## config.mk

```make
export PLATFORM = sky130hd
export DESIGN_NAME = cam_stream_gen
export DESIGN_NICKNAME = d
export VERILOG_FILES = /design/src/rtl/cam_stream_gen.sv
export SDC_FILE = /design/constraint.sdc
export NUM_CORES = 1
export LEC_CHECK = 0
export CAP_MARGIN = 20
export CORE_ASPECT_RATIO = 0.75
export CORE_MARGIN = 2
export CORE_UTILIZATION = 45
export DETAILED_ROUTE_END_ITERATION = 8
export MAX_ROUTING_LAYER = met4
export PLACE_DENSITY_LB_ADDON = 0.05
export SYNTH_ARGS = -nofsm -noshare
export SYNTH_HDL_FRONTEND = slang
export SYNTH_SLANG_ARGS = --single-unit
```

## constraint.sdc

```tcl
create_clock -name CLOCK_24 -period 3.5 [get_ports CLOCK_24]
set_input_delay 0.875 -clock CLOCK_24 [delete_from_list [all_inputs] [get_ports CLOCK_24]]
set_output_delay 0.875 -clock CLOCK_24 [all_outputs]
set_load 0.01 [all_outputs]
```

## src/rtl/cam_stream_gen.sv

```systemverilog
// cam_stream_gen: synthetic OV7670-style camera source. It drives VSYNC, HREF
// and a YCbCr 4:2:2 byte stream (Cb Y Cr Y) with the camera's frame and line
// timing, and fills the frame with one of four test patterns.
module cam_stream_gen #(
    parameter int H_ACTIVE    = 640,
    parameter int V_ACTIVE    = 480,
    parameter int H_BLANK     = 144,
    parameter int VSYNC_LINES = 3,
    parameter int V_BACK      = 17,
    parameter int V_FRONT     = 10,
    parameter int SQ_SIZE     = 64,
    parameter int SQ_STEP     = 8
) (
    input  logic       CLOCK_24,
    input  logic       rst_n,
    input  logic       en,
    input  logic [1:0] pattern_sel,
    output logic       VSYNC,
    output logic       HREF,
    output logic [7:0] D,
    output logic       frame_start,
    output logic [7:0] frame_cnt
);

    // Two byte clocks per pixel.
    localparam int LINE_CLKS = 2 * (H_ACTIVE + H_BLANK);
    localparam int HW        = $clog2(LINE_CLKS);  // byte position within a line
    localparam int XW        = HW - 1;             // pixel x
    localparam int CW        = HW + 1;             // square x arithmetic, no overflow
    localparam int VW        = 10;                 // line index within a phase

    localparam logic [HW-1:0] LINE_LAST  = HW'(LINE_CLKS - 1);
    localparam logic [HW-1:0] HREF_CLKS  = HW'(2 * H_ACTIVE);
    localparam logic [VW-1:0] VS_LAST    = VW'(VSYNC_LINES - 1);
    localparam logic [VW-1:0] VB_LAST    = VW'(V_BACK - 1);
    localparam logic [VW-1:0] VA_LAST    = VW'(V_ACTIVE - 1);
    localparam logic [VW-1:0] VF_LAST    = VW'(V_FRONT - 1);
    localparam logic [XW-1:0] BAR_W      = XW'(H_ACTIVE / 8);
    localparam logic [CW-1:0] SQ_STEP_C  = CW'(SQ_STEP);
    localparam logic [CW-1:0] SQ_SIZE_C  = CW'(SQ_SIZE);
    localparam logic [CW-1:0] H_ACTIVE_C = CW'(H_ACTIVE);
    localparam logic [VW-1:0] SQ_Y0      = VW'((V_ACTIVE - SQ_SIZE) / 2);
    localparam logic [VW-1:0] SQ_Y1      = VW'((V_ACTIVE + SQ_SIZE) / 2);

    typedef enum logic [2:0] {IDLE, VS, VBACK, ACTIVE, VFRONT} state_t;

    typedef struct packed {
        logic [7:0] y;
        logic [7:0] cb;
        logic [7:0] cr;
    } ycc_t;

    // Colour of one pixel for the frame's latched pattern and square position.
    function automatic ycc_t pixel_ycc(input logic [1:0]    pat,
                                       input logic [CW-1:0] sq_x,
                                       input logic [XW-1:0] x,
                                       input logic [VW-1:0] y);
        ycc_t          c;
        logic [2:0]    bar;
        logic [CW-1:0] xc;
        c   = '{y: 8'd128, cb: 8'd128, cr: 8'd128};
        bar = 3'(x / BAR_W);
        xc  = CW'(x);
        case (pat)
            2'd0: begin
                case (bar)
                    3'd0: c = '{y: 8'd235, cb: 8'd128, cr: 8'd128};
                    3'd1: c = '{y: 8'd210, cb: 8'd16,  cr: 8'd146};
                    3'd2: c = '{y: 8'd170, cb: 8'd166, cr: 8'd16};
                    3'd3: c = '{y: 8'd145, cb: 8'd54,  cr: 8'd34};
                    3'd4: c = '{y: 8'd106, cb: 8'd202, cr: 8'd222};
                    3'd5: c = '{y: 8'd81,  cb: 8'd90,  cr: 8'd240};
                    3'd6: c = '{y: 8'd41,  cb: 8'd240, cr: 8'd110};
                    3'd7: c = '{y: 8'd16,  cb: 8'd128, cr: 8'd128};
                endcase
            end
            2'd1: begin
                if (xc >= sq_x && xc < sq_x + SQ_SIZE_C && y >= SQ_Y0 && y < SQ_Y1)
                    c = '{y: 8'd144, cb: 8'd53, cr: 8'd34};
                else
                    c = '{y: 8'd16, cb: 8'd128, cr: 8'd128};
            end
            2'd2: c.y = x[7:0];
            default: ;  // flat grey
        endcase
        return c;
    endfunction

    state_t        state_q, state_d;
    logic [HW-1:0] hcnt_q, hcnt_d;
    logic [VW-1:0] vcnt_q, vcnt_d;
    logic [1:0]    pat_q, pat_d;
    logic [CW-1:0] sq_x_q, sq_x_d;
    logic [7:0]    frame_cnt_q, frame_cnt_d;
    logic          vsync_q, vsync_d;
    logic          href_q, href_d;
    logic [7:0]    d_q, d_d;
    logic          frame_start_q, frame_start_d;

    logic [VW-1:0] last_line;
    logic [CW-1:0] sq_sum;
    logic [XW-1:0] x;
    logic [XW-1:0] x_sel;
    ycc_t          pix;

    // Next frame position: byte within the line, line within the phase, phase.
    always_comb begin
        // NOTE: every variable gets a default first so no path leaves it unassigned (no latch).
        state_d     = state_q;
        hcnt_d      = hcnt_q;
        vcnt_d      = vcnt_q;
        pat_d       = pat_q;
        sq_x_d      = sq_x_q;
        frame_cnt_d = frame_cnt_q;
        sq_sum      = sq_x_q + SQ_STEP_C;

        case (state_q)
            VS:      last_line = VS_LAST;
            VBACK:   last_line = VB_LAST;
            ACTIVE:  last_line = VA_LAST;
            VFRONT:  last_line = VF_LAST;
            default: last_line = '0;
        endcase

        if (state_q == IDLE) begin
            if (en) state_d = VS;
        end else begin
            if (hcnt_q == LINE_LAST) begin
                hcnt_d = '0;
                if (vcnt_q == last_line) begin
                    vcnt_d = '0;
                    case (state_q)
                        VS:     state_d = VBACK;
                        VBACK:  state_d = ACTIVE;
                        ACTIVE: state_d = VFRONT;
                        VFRONT: begin
                            frame_cnt_d = frame_cnt_q + 8'd1;
                            state_d     = en ? VS : IDLE;
                        end
                        default: state_d = IDLE;
                    endcase
                end else begin
                    vcnt_d = vcnt_q + VW'(1);
                end
            end else begin
                hcnt_d = hcnt_q + HW'(1);
            end
        end

        // Pattern and square position are frozen for the whole frame.
        if (state_d == VS && state_q != VS) begin
            pat_d  = pattern_sel;
            sq_x_d = (sq_sum + SQ_SIZE_C > H_ACTIVE_C) ? '0 : sq_sum;
        end
    end

    // Output values for the next position; chroma bytes use the even pixel.
    always_comb begin
        x             = hcnt_d[HW-1:1];
        x_sel         = hcnt_d[0] ? x : {x[XW-1:1], 1'b0};
        pix           = pixel_ycc(pat_q, sq_x_q, x_sel, vcnt_d);
        vsync_d       = (state_d == VS);
        frame_start_d = (state_d == VS) && (state_q != VS);
        href_d        = (state_d == ACTIVE) && (hcnt_d < HREF_CLKS);
        d_d           = 8'h00;
        if (href_d) begin
            case (hcnt_d[1:0])
                2'd0:    d_d = pix.cb;
                2'd2:    d_d = pix.cr;
                default: d_d = pix.y;
            endcase
        end
    end

    // Frame sequencer state, counters and per-frame settings.
    always_ff @(posedge CLOCK_24 or negedge rst_n) begin
        if (!rst_n) begin
            state_q     <= IDLE;
            hcnt_q      <= '0;
            vcnt_q      <= '0;
            pat_q       <= '0;
            sq_x_q      <= '0;
            frame_cnt_q <= '0;
        end else begin
            // NOTE: sequential state uses non-blocking assignments so all flops update together.
            state_q     <= state_d;
            hcnt_q      <= hcnt_d;
            vcnt_q      <= vcnt_d;
            pat_q       <= pat_d;
            sq_x_q      <= sq_x_d;
            frame_cnt_q <= frame_cnt_d;
        end
    end

    // Registered outputs so HREF and D always change on the same edge.
    always_ff @(posedge CLOCK_24 or negedge rst_n) begin
        if (!rst_n) begin
            vsync_q       <= 1'b0;
            href_q        <= 1'b0;
            d_q           <= 8'h00;
            frame_start_q <= 1'b0;
        end else begin
            vsync_q       <= vsync_d;
            href_q        <= href_d;
            d_q           <= d_d;
            frame_start_q <= frame_start_d;
        end
    end

    assign VSYNC       = vsync_q;
    assign HREF        = href_q;
    assign D           = d_q;
    assign frame_start = frame_start_q;
    assign frame_cnt   = frame_cnt_q;

endmodule

```

* Yosys cells after proc, flatten, opt, wreduce, memory -nomap -nowiden *
Memories as Yosys holds them, arrays and structs flattened.
Index checks and enable logic that the tools add are counted.

operators by class
  divide/modulo/power cells = 1
  shifts and indexed selects = 0
  $lt $le $gt $ge = 6
  equal/unequal tests = 12
  multiplexer cells = 19
  multiply operators = 0
  add/subtract/negate cells = 6
  reduce and logical (&&, ||, !) cells = 9
  bitwise gates (word level) = 1

operators with widths
  kind                                                                 count
  one-hot mux 9 bit (4 select lines)                                   1
  one-hot mux 16 bit (2 select lines)                                  1
  two-way mux 10 bit                                                   3
  adder 12 x 7 -> 12 bit (second input constant)                       2
  two-way mux 24 bit                                                   1
  one-hot mux 8 bit (3 select lines)                                   1
  two-way mux 11 bit                                                   2
  one-hot mux 8 bit (2 select lines)                                   1
  adder 12 x 4 -> 12 bit (second input constant)                       1
  greater-or-equal comparator 10 x 12 -> 1 bit                         1
  greater-than comparator 12 x 10 -> 1 bit (second input constant)     1
  < comparator 10 x 12 -> 1 bit                                        1
  two-way mux 12 bit                                                   1
  two-way mux 3 bit                                                    4
  one-hot mux 3 bit (4 select lines)                                   1
  adder 11 x 1 -> 11 bit (second input constant)                       1
  equality test 11 bit (second input constant)                         1
  < comparator 11 bit (second input constant)                          1
  adder 10 x 1 -> 10 bit (second input constant)                       1
  divider 10 x 7 -> 10 bit (second input constant)                     1
  equality test 10 bit                                                 1
  greater-or-equal comparator 10 x 8 -> 1 bit (second input constant)  1
  < comparator 10 x 9 -> 1 bit (second input constant)                 1
  equality test 3 x 2 -> 1 bit (second input constant)                 3
  13 further kinds                                                     21

word-level totals
  bits in latches = 0
  memories kept = 1
  memory bits (writable) = 0
  word-level logic and storage cells = 65
  bits in registers = 57
  memory bits (read-only) = 168
  output and inout port bits = 19

memory list
  name             words  width  read ports  clocked after memory_dff  write ports  RTL line  source
  (no name shown)  8      21     1           0                         0            66        case (bar)

* Depth between registers and ports, before layout *
Gate-level depths: netlist (run 1).

  word-level depth = 13
  mapped depth = 16
  depth with buffers taken out = 16

* Worst setup path after synthesis (run 1) *
No wires, ideal clock.

  path type = reg-to-reg
  start point = register state_q[1]
  end point = register d_q[5], in the netlist D[5]
  arrival = 3.182 ns
  path slack = 0.189 ns
  data required time = 3.371 ns
  stages on the path, launching flop included = 14
  buffers on the path = 1
  setup time = 0.129 ns
  cells stage by stage = dfrtp_1 buf_2 o311ai_4 nor2_1 xnor2_1 inv_1 or3_1 a32oi_1 a211o_1 inv_1 ha_1 mux2_1 a211oi_1 a21oi_1

RTL lines
  what                                                         RTL line  source
  from (decl)                                                  89        state_t state_q, state_d;
  from (signal assigned)                                       186       state_q <= state_d;
  logical NOT 3 bit *                                          125       if (state_q == IDLE) begin
  two-way mux 11 bit *                                         125
  via hcnt_d[6]                                                90        logic [HW-1:0] hcnt_q, hcnt_d;
  branches (longest 7 deep; another with memory (8 x 21 bit))  n/a
  two-way mux 8 bit *                                          166       if (href_d) begin
  via d_d[5]                                                   97        logic [7:0] d_q, d_d;
  to (signal assigned)                                         200       d_q <= 8'h00;
  to (signal assigned)                                         205       d_q <= d_d;
  to (decl)                                                    97

Mark *: on every way through the listed nets, which the timed path passes.
A chain may end at the register's enable or synchronous reset.

* Worst setup path in the final report (run 1) *
  start point = register state_q[1]
  end point = register d_q[5], in the netlist D[5]

between the ends
  longest elaborated chain between the ends = 13

RTL lines
  what                                                          RTL line
  branches (longest 12 deep; another with memory (8 x 21 bit))  n/a
  two-way mux 8 bit *                                           166
  via d_d[5]                                                    97

Marked as above.

==> metrics, run 1 <==
critical path startpoint category register; First-pass DRT Iterations 5; Critical Path RT 3680 ps; Slew @ Worst Pin 562 ps; crit path DAT 3530 ps; core area 9160 sq um; PwrDens 377 nW/um^2; vias in the first global route 3584; Clock Sinks 54; Overflow after GRT 0; Fill cells 866; Max-Cap Viols 0; ratio of cells with drive above 1 in the final layout 0.199; Final nets 566; H-tree levels 2; hold_buf cts 0; Worst Hold Slack 472 ps; distinct cell type count after synthesis 83; Worst Hold Class register to register; Seq cells post-synth 54; clock slew at reported path FFs 80 ps; pre-CTS worst setup slack 3.14 ps; worst rel slew slack 0.616; Syn Inst Count 485; Residual DRC 0; Via density 6.01; reg2reg end D[5]; fmax 299 MHz; Crit Path Max Fanout 6; reg2reg start state_q[1]; largest net degree at the start of global routing 33; Async SR Flop Fraction 1.00; Synth warnings 0; Finished Layout Cells 661; area leader, netlist dfrtp_1; Initial DRC Count 371; R2R setup slack 150 ps; area share of the largest cell type after synthesis 0.316; EDFF count, synth 0; period utilization 0.957; Routed Antenna Nets 0; CTS tree yes; Clock Latency Late Sink 310 ps; mean routed wirelength per cell 17.9 microns; final hold vios 0; Post-DP HPWL 8890 microns; Synthesized Nets 519; top-count cell post-synth dfrtp_1; most common library cells after synthesis dfrtp_1 (54), nand2_1 (46), ha_1 (29), o21ai_0 (28), nor2_1 (25); synthesis-to-layout area growth 20.7%; Starting Density 0.467; CP startpoint state_q[1]; Area contributors post-synth dfrtp_1 (32%), ha_1 (8.5%), xnor2_1 (4.5%); Setup TNS 0 ps; Die Y 88.4 microns; Finish-stage setup viols 0; CTS buffer count 5; CTS Root Cell clkbuf_16; post-route minimum period 3350 ps; DRT Wirelength 11800 microns; CP endpoint kind register; # rows 30; Pleak 0.00210 uW; kind of critical path register to register; R2R cell count 12; Boundary Pins 24; post-synthesis sequential area ratio 0.316; first-pass GRT wire length 19300 microns; status complete, no violations; Worst IR Drop VDD 0.241 mV; Buffers on Ports 23; Die W 117 microns; syn_area_per_cell 8.82 sq um; gr usage total 0.250; Die ar. 10300 sq um; Post-Syn Area 4280 sq um; ant diodes 0; CTS max path bufs 2; slack of the critical path 151 ps; vias 3971; count of final max-slew check failures 0; Placer Congestion 0.968; number of cells in the design after placement 652; Worst Skew 7.74 ps; initial antenna violation count 0; dominant synthesized flop cell dfrtp_1; worst setup path end D[5]
==> layout make-up <==
type / instances / area [sq um] / share of cell area
clock buffer: 5 / 125 / 0.0242
clock inverter: 3 / 47.5 / 0.00921
inverter: 29 / 114 / 0.0220
multi-input combinational: 380 / 2840 / 0.550
sequential: 54 / 1360 / 0.263
tap: 128 / 160 / 0.0310
timing repair buffer: 62 / 518 / 0.100
==> where the power goes <==
group	internal, uW	leakage [uW]	switching, uW
clock network	344	0.0000848	256
registers	675	0.000710	109
logic	227	0.00131	335
total	1250	0.00210	700
==> critical path, cell delays in order (launching register included) <==
cell and delay (ps):
dfrtp_2 460, or3_4 420, and3_1 170, mux2i_2 270, buf_4 170, o21ai_0 90, a32oi_1 200, o211ai_1 170
or2_4 310, ha_1 330, mux2_1 310, a211oi_1 230, a21oi_1 100
==> layer usage <==
layer  part of all wire  track usage
met5                  0            -
met4             0.0059       0.0471
met3              0.074       0.0527
met2               0.39        0.314
met1               0.53        0.400
==> sequential cells by signal (all words and copies together), names as in the netlist <==
signal	flops
VSYNC	1
state_q	3
D	8
vcnt_q	10
pat_q	2
sq_x_q	9
frame_start	1
HREF	1
hcnt_q	11
frame_cnt	8
==> cells in the final DEF, fill, tap and decap left out, types with 7 or more instances in the layout <==
cell and n:
a21oi_1 17, and3_1 7, nand2_1 46, xnor2_1 20
o31ai_1 9, o21ai_0 27, nor2_1 23, xor2_1 9
ha_1 28, clkdlybuf4s50_1 22, nor3_1 13, buf_4 39
nand4_1 9, inv_1 23, nand3_1 22, or3_1 7
a211oi_1 7, o211ai_1 8, dfrtp_1 49
==> stage by stage <==
step | utilization | instance area (sq um) | power (uW)
2_1_floorplan | - | 4280 | 1080
3_3_place_gp | 0.529 | 4840 | 1280
3_5_place_dp | 0.529 | 4840 | 1280
4_1_cts | 0.550 | 5040 | 1900
5_1_grt | 0.564 | 5160 | 2050
6_report | 0.564 | 5160 | 1950
==> repair_timing <==
action                                  4_1_cts  5_1_grt
setup buffers                                 0        1
endpoints found under the hold margin         0        0
pin swaps                                     0        5
gates resized for setup                       4       31
endpoints found under the setup margin        4        8
==> how the worst min path moves through the flow <==
stage	startpoint	end	slack [ps]	cells past startpoint
after floorplan	vcnt_q[9]	vcnt_q[9]	490	2
after global placement	frame_cnt[7]	frame_cnt[7]	470	1
after detailed placement	frame_cnt[7]	frame_cnt[7]	470	1
after CTS	frame_cnt[7]	frame_cnt[7]	490	1
after global routing	frame_cnt[7]	frame_cnt[7]	510	1
final	frame_cnt[7]	frame_cnt[7]	470	1
==> kinds of logic (layout without fill, tap and decap cells) <==
logic type,count (synthesis),count (layout),share of synthesized area
buf+inv,51,99,0.0515
compound gates,133,133,0.231
flops,54,54,0.316
xor+xnor,33,33,0.0711
mux,7,7,0.0181
fa+ha+maj,29,29,0.0848
simple gates,178,178,0.227
Power figures use the tool's default switching activity.
==> run 2: changes to the inputs <==
--- a/config.mk
+++ b/config.mk
@@ -6,12 +6,16 @@
 export NUM_CORES = 1
 export LEC_CHECK = 0
 export CAP_MARGIN = 20
+export CELL_PAD_IN_SITES_DETAIL_PLACEMENT = 1
+export CELL_PAD_IN_SITES_GLOBAL_PLACEMENT = 2
 export CORE_ASPECT_RATIO = 0.75
 export CORE_MARGIN = 2
-export CORE_UTILIZATION = 45
+export CORE_UTILIZATION = 34
+export CTS_CLUSTER_SIZE = 20
 export DETAILED_ROUTE_END_ITERATION = 8
 export MAX_ROUTING_LAYER = met4
 export PLACE_DENSITY_LB_ADDON = 0.05
+export SLEW_MARGIN = 20
 export SYNTH_ARGS = -nofsm -noshare
 export SYNTH_HDL_FRONTEND = slang
 export SYNTH_SLANG_ARGS = --single-unit
==> metrics, run 2 (synthesis results as in run 1) <==
status complete, no violations; ant diodes 0; global-route met1 utilization 0.306; Starting Density 0.349; multi-input logic area 2790 sq um; Via density 5.49; H-tree levels 2; vias in the first global route 4048; first-pass GRT wire length 22000 microns; Finish-stage setup viols 0; final hold vios 0; period utilization 0.945; most frequent cells in the layout buf_4 (50), dfrtp_1 (46), nand2_1 (46); # rows 35; First-pass DRT Iterations 4; CP endpoint kind register; Crit Path Max Fanout 5; mean routed wirelength per cell 18.7 microns; CTS tree yes; Residual DRC 0; Placer Congestion 0.855; initial antenna violation count 0; Clock Sinks 54; DRT Wirelength 13300 microns; fin area 5220 sq um; Die Y 101 microns; largest net degree at the start of global routing 29; Overflow after GRT 0; sequential cell area 1360 sq um; synthesis-to-layout area growth 22.0%; met2 Resource Use GR 0.329; Die ar. 13500 sq um; count of final max-slew check failures 0; instance area at placement 4970 sq um; most common cell after layout, fill and taps aside buf_4; worst rel slew slack 0.661; CTS buffer count 5; PwrDens 370 nW/um^2; core area 12300 sq um; Initial DRC Count 159; Die W 134 microns; post-route minimum period 3310 ps; Buffers on Ports 23; Biggest register hcnt_q; Slew @ Worst Pin 503 ps; Fill cells 1460; Routed Antenna Nets 0; Worst Hold Slack 495 ps; Worst IR Drop VDD 0.211 mV; gr usage total 0.213; Setup TNS 0 ps; flip-flop count of the largest register after layout 11; Worst Skew 9.77 ps; critical path startpoint category register; Critical Path RT 3690 ps; clock slew at reported path FFs 80 ps; ratio of cells with drive above 1 in the final layout 0.210; crit path DAT 3490 ps; RSZ-0062 raised after global routing yes; vias 3900; Final nets 577; Total Power 1930 uW; CTS max path bufs 2; Post-DP HPWL 10200 microns; met3 Use GR 0.0271; hold_buf cts 0; CTS Root Cell clkbuf_16; kind of critical path register to register; Clock Latency Late Sink 310 ps; Boundary Pins 24; Pleak 0.00213 uW; top flop regs hcnt_q (11), vcnt_q (10), sq_x_q (9); Max-Cap Viols 0; fmax 302 MHz; GR peak layer met2; Worst Hold Class register to register
## run 2: changes by cell type in the layout (fill, tap and decap cells not counted), sizes merged
cell	previous run	this run
clkinv	2	4
clkinvlp	0	1
buf	40	51
inv	29	27
bufinv	1	0
## run 2: repair_timing
item,4_1_cts,5_1_grt
setup endpoints to repair,1,7
gates cloned,0,0
buffers inserted,0,1
pin swaps,0,7
resized for setup,1,27
## run 2: power breakdown
group,switching (uW),internal [uW]
logic,380,264
registers,83.7,677
clock network,261,267
total,724,1210
## run 2: final timing paths
check | from | to | slack (ps) | cells after the start
worst min-delay path | frame_cnt[7] | frame_cnt[7] | 490 | 1
worst min register to register | frame_cnt[7] | frame_cnt[7] | 490 | 1
worst max-delay path | state_q[1] | D[5] | 190 | 12
max in group asynchronous | rst_n | hcnt_q[5] | 2590 | 2
worst max register to register | state_q[1] | D[5] | 190 | 12
min in group asynchronous | rst_n | frame_cnt[6] | 580 | 2
## run 2: layout make-up
| type | count | area share |
|---|---|---|
| clock buffers | 5 | 0.0240 |
| repair buffers | 73 | 0.115 |
| clock inverters | 3 | 0.00408 |
| multi-input cells | 380 | 0.534 |
| flip-flops and latches | 54 | 0.261 |
| inverters | 29 | 0.0218 |
| well taps | 166 | 0.0398 |
## run 2: worst max-delay path: stages, from the launching register on
cell and delay, ps:
dfrtp_2 460, or3_4 440, and3_1 190, mux2i_2 220, buf_4 160, o21ai_0 80, a32oi_1 160, o211ai_1 130
or2_2 360, ha_1 330, mux2_1 310, a211oi_1 230, a21oi_1 110
## run 2: metal layers
| metal | share of wire | routed length, microns | vias to the layer above |
|---|---|---|---|
| li1 | - | - | 1909 |
| met1 | 0.52 | 6870 | 1931 |
| met2 | 0.44 | 5850 | 52 |
| met3 | 0.038 | 500 | 8 |
| met4 | 0.0058 | 77 | 0 |
| met5 | 0 | 0 | - |
## run 2: through the flow
step	util	cells	setup WS, ps
floorplan	-	485	189
global placement	0.405	701	32.0
detailed placement	0.405	701	-30.7
CTS	0.417	709	34.3
global route	0.426	710	-5.28
finish	0.426	710	193
==> run 3: changes to the inputs <==
--- a/config.mk
+++ b/config.mk
@@ -5,7 +5,7 @@
 export SDC_FILE = /design/constraint.sdc
 export NUM_CORES = 1
 export LEC_CHECK = 0
-export CAP_MARGIN = 20
+export CAP_MARGIN = 40
 export CELL_PAD_IN_SITES_DETAIL_PLACEMENT = 1
 export CELL_PAD_IN_SITES_GLOBAL_PLACEMENT = 2
 export CORE_ASPECT_RATIO = 0.75
==> results of run 3 <==
No change in the layout: final DEF, timing and power equal those of run 2.
